==> src/rtl/branch_target_buffer_pkg.sv <==
// branch_target_buffer_pkg: BTB sizing, entry types and PC split helpers
package branch_target_buffer_pkg;
  localparam int BTB_PC_WIDTH = 32;
  localparam int BTB_ENTRY_NUM = 64;
  localparam int BTB_INDEX_WIDTH = $clog2(BTB_ENTRY_NUM);
  localparam int BTB_TAG_WIDTH = BTB_PC_WIDTH - BTB_INDEX_WIDTH - 2;
  typedef logic [BTB_PC_WIDTH-1:0] PC;
  typedef logic [BTB_INDEX_WIDTH-1:0] BTBIndex;
  typedef logic [BTB_TAG_WIDTH-1:0] BTBTag;
  typedef struct packed {
    BTBTag tag;
    PC target;
  } BTBEntry;
  function automatic BTBIndex btbIndex(PC pc);
    return BTBIndex'(pc >> 2);
  endfunction
  function automatic BTBTag btbTag(PC pc);
    return BTBTag'(pc >> (BTB_INDEX_WIDTH + 2));
  endfunction
endpackage

==> src/rtl/branch_target_buffer.sv <==
// branch_target_buffer: direct-mapped BTB with combinational lookup and same-cycle write bypass
module branch_target_buffer
  import branch_target_buffer_pkg::*;
#(
  parameter int ENTRY_NUM = BTB_ENTRY_NUM,
  parameter int PC_WIDTH = BTB_PC_WIDTH,
  parameter int INDEX_WIDTH = $clog2(ENTRY_NUM)
) (
  input  logic                clk,
  input  logic                rst,
  input  logic [PC_WIDTH-1:0] fetchPc,
  output logic                btbHit,
  output logic [PC_WIDTH-1:0] btbTarget,
  input  logic [PC_WIDTH-1:0] exPc,
  input  logic                exIsBranch,
  input  logic                exIsBranchTaken,
  input  logic [PC_WIDTH-1:0] exIrregPc
);
  localparam int TAG_WIDTH = PC_WIDTH - INDEX_WIDTH - 2;
  typedef logic [INDEX_WIDTH-1:0] index_t;
  typedef logic [TAG_WIDTH-1:0] tag_t;
  typedef struct packed {
    tag_t tag;
    logic [PC_WIDTH-1:0] target;
  } entry_t;
  logic [ENTRY_NUM-1:0] valid;
  entry_t entries [ENTRY_NUM];
  index_t fetchIdx, exIdx;
  tag_t fetchTag, exTag;
  logic write, bypass, storedHit;
  assign fetchIdx = index_t'(fetchPc >> 2);
  assign exIdx = index_t'(exPc >> 2);
  assign fetchTag = tag_t'(fetchPc >> (INDEX_WIDTH + 2));
  assign exTag = tag_t'(exPc >> (INDEX_WIDTH + 2));
  assign write = exIsBranch && exIsBranchTaken;
  // Only the valid vector needs reset; a write landing during reset is lost with it
  always_ff @(posedge clk or posedge rst)
    if (rst) valid <= '0;
    else if (write) valid[exIdx] <= 1'b1;
  // Tag/target storage, unconditionally overwritten on a taken branch (direct-mapped replacement)
  always_ff @(posedge clk)
    if (write) entries[exIdx] <= '{tag: exTag, target: exIrregPc};
  // Lookup with bypass: a full-word PC match on the in-flight write wins over stored state
  always_comb begin
    bypass = write && ((exPc >> 2) == (fetchPc >> 2));
    storedHit = valid[fetchIdx] && entries[fetchIdx].tag == fetchTag;
    btbHit = !rst && (bypass || storedHit);
    btbTarget = rst ? '0 : bypass ? exIrregPc : storedHit ? entries[fetchIdx].target : '0;
  end
endmodule

==> config.mk <==
export PLATFORM = sky130hd
export DESIGN_NAME = branch_target_buffer
export DESIGN_NICKNAME = d
export VERILOG_FILES = /design/src/rtl/branch_target_buffer_pkg.sv /design/src/rtl/branch_target_buffer.sv
export SDC_FILE = /design/constraint.sdc
export NUM_CORES = 2
export LEC_CHECK = 0
export CORE_MARGIN = 1
export CORE_UTILIZATION = 35
export CTS_BUF_LIST = sky130_fd_sc_hd__clkbuf_8
export DETAILED_ROUTE_END_ITERATION = 10
export GPL_ROUTABILITY_DRIVEN = 0
export HOLD_SLACK_MARGIN = 0.02
export MAX_ROUTING_LAYER = met4
export PLACE_DENSITY = 0.51
export RECOVER_POWER = 100
export SLEW_MARGIN = 0
export SYNTH_ARGS = -nofsm -noshare
export SYNTH_HDL_FRONTEND = slang
export SYNTH_SLANG_ARGS = --single-unit
==> constraint.sdc <==
create_clock -name clk -period 7.6 [get_ports clk]
set_clock_uncertainty 0.1 [all_clocks]
set_input_delay 1.52 -clock clk [delete_from_list [all_inputs] [get_ports clk]]
set_output_delay 1.52 -clock clk [all_outputs]
set_load 0.05 [all_outputs]
==> qor.yml <==
drt_iter0_drc: 10191
crit_top_cell: "buf_4"
swShare: 0.2323
worst_setup_path_start_kind: "primary input"
ctsLongestPathBuffers: 4
yosysSeqAreaShare: 0.7772
setup_viol: 1
core_area_um2: 399400
die_area_um2: 404100
min_from: "valid[20]"
hold_viol: 0
worst_slack_ns: -0.01676
post-route-drc-count: 0
clock_latency_ns: 1.17
dp_slack_ns: -0.4343
grt_remaining_overflow: 0
status: "finished, violations left"
drv_slew: 7306
numPortBuffers: 128
cts_sinks: 3648
fin_setup_tns_ns: -0.01676
min_path_type: "flip-flop to flip-flop"
yosysWarnings: 0
crit_type: "primary input to primary output"
cp-startpoint: "fetchPc[5]"
internal_power_uw: 30850
cts_tree: "built"
synth_cell_types: 78
num_vias: 71398
reg2reg_from: "valid[46]"
die_y_um: 635.7
syn_area_um2: 140500
rr_endpoint: "valid[46]"
r2r_slack_ns: 6.67
initial_core_util: 0.3518
synth_fp_nets: 6078
power.leakage_uw: 0.05100
peakVddDrop_mv: 0.1794
drt-vias-per-instance: 5.682
nets: 6947
path_delay_family: "buffers and inverters"
crit_chain: "buf_6 -> buf_4 -> xor2_1 -> nor4_1 -> buf_4 -> nand4_1 -> nor4_4 -> buf_4 -> buf_12 -> buf_12 -> a211oi_1 -> a21oi_1 -> nor2_1 -> buf_4 -> buf_12"
grt_pass1_wl_um: 613900
crit_path_max_fanout: 34
clk_pin_slew_worst_paths_ns: 0.05
slew_headroom: -2.948
ant_nets: 0
pwr-share-seq: 0.555
grt.total_usage: 0.2278
cp_num_buf_inv: 8
htree_levels: 6
netSwitchingPower_uw: 9335
critPathCaptureType: "primary output"
grt_setup_unrepaired: "false"
avgRoutedWirePerCell_um: 36.20
final_layout_size_suffix_gt1_frac: 0.2957
synthArstFlopShare: 0.01754
power.total_uw: 40190
synth-edff-count: 3584
p_comb_frac: 0.054
min_period_over_period: 1.002
grt_antenna_before_repair: 44
syn_inst: 5978
wl_um: 454900
cts_buffers: 611
power.density_nw_per_um2: 249.9
critPathArrivalTime_ns: 6.00
dpl.hpwl_um: 247800
max_stage_delay_ns: 0.83
cp_slowest_cell: "nor4_1"
synth-main-ff-cell: "edfxtp_1"
drv_cap: 218
worst_ep_required_time_ns: 5.98
ys_seq_elements: 3648
grt_pass1_vias: 71899
finalCriticalPeriod_ns: 7.617
holdPathEnd: "valid[20]"
fmax_mhz: 131.3
cts_root_buf: "clkbuf_8"
r2r_cells: 1
row_count: 232
hold_depth: 1
pwr-share-clk: 0.391
drt_first_pass_iters: 5
worstMarginPinSlew_ns: 5.922
io_pins: 133
grt_max_degree: 109
die_w_um: 635.7
violations: "capacitance limit, slew limit, setup timing"
area_growth_pct: 14.42
synth_area_per_cell_um2: 23.51
==> cells in the mapped netlist (26+ instances only) <==
library cell,instances,share of area
or2_2,66,0.0029
buf_1,50,0.0013
nand3_1,56,0.0020
dfrtp_1,64,0.011
mux4_2,989,0.16
nand2_1,68,0.0018
clkbuf_1,96,0.0026
a21oi_1,36,0.0013
buf_2,108,0.0038
mux2i_1,230,0.016
mux2_2,27,0.0022
edfxtp_1,3584,0.77
a22oi_1,79,0.0042
buf_4,26,0.0014
nor2_1,134,0.0036
buf_6,26,0.0021
==> worst max path at each step <==
stage / endpoint / slack, ns / cells after the start
floorplan: btbTarget[10] / 1.04 / 14
global placement: btbTarget[12] / -0.42 / 17
detailed placement: btbTarget[25] / -0.43 / 16
CTS: btbTarget[8] / 0.02 / 15
global route: btbTarget[9] / 0.00003 / 17
finish: btbTarget[8] / -0.02 / 15
==> cell type report <==
cell class,count,area [µm²]
Clock buffer,625,8602
Clock inverter,426,2026
Antenna cell,16,40.04
Sequential cell,3648,109200
Multi-Input combinational cell,2007,29730
Timing Repair Buffer,568,4534
Inverter,11,53.80
Tap cell,5265,6588
Fill cell,35442,238600
==> layer usage <==
layer,vias up,part of all wire,track usage
li1,27484,-,-
met1,39579,0.41,0.3130
met2,3592,0.47,0.3532
met3,743,0.085,0.03949
met4,0,0.029,0.05865
met5,-,0,-
==> power by group through the flow <==
stage | clock [µW] | combinational, µW | sequential [µW]
floorplan | 0 | 1190 | 22700
global placement | 0 | 2180 | 22700
detailed placement | 0 | 2210 | 22700
CTS | 16000 | 2220 | 22300
global route | 16900 | 2290 | 22300
finish | 15700 | 2180 | 22300
==> timing repair <==
action	in CTS	in global routing
gates cloned	0	1
resized for setup	4	6
setup buffers	0	5
setup endpoints to repair	33	31
pin swaps	0	3
hold buffers	0	0
==> placed cells by master (no fill, tap or decap), types with 56 or more instances in the layout <==
cell      netlist  layout
a22oi_1        79      79
buf_12          3      76
buf_4          26     213
clkbuf_1       96     205
clkbuf_8        1     625
clkinv_1        1     103
dfrtp_1        64      64
edfxtp_1     3584    3584
inv_1           9     248
mux2i_1       230     230
mux4_2        989     989
nand2_1        68      68
nand3_1        56      56
nor2_1        134     119
or2_2          66      66
==> kinds of logic (layout without fill, tap and decap cells) <==
logic type / Yosys count / after routing / share of synthesized area
compound gates: 253 / 253 / 0.01295
xor+xnor: 47 / 47 / 0.002929
mux: 1251 / 1251 / 0.1780
other cells: 0 / 16 / 0
simple gates: 456 / 456 / 0.01669
buf+inv: 323 / 1630 / 0.01220
flops: 3648 / 3648 / 0.7772
==> sequential cells by signal (all words and copies together), names as in the netlist <==
name	flops
entries	3584
valid	64
==> per-stage QoR <==
stage	util	area (µm²)	instances	hold WS (ns)
2_1_floorplan	-	140500	5978	0.3337
3_3_place_gp	0.3796	151600	11493	0.3452
3_5_place_dp	0.3796	151600	11493	0.3477
4_1_cts	0.4063	162300	12544	0.3620
5_1_grt	0.4025	160800	12559	0.3675
6_report	0.4026	160800	12566	0.3647
(Power assumes the default switching activity.)
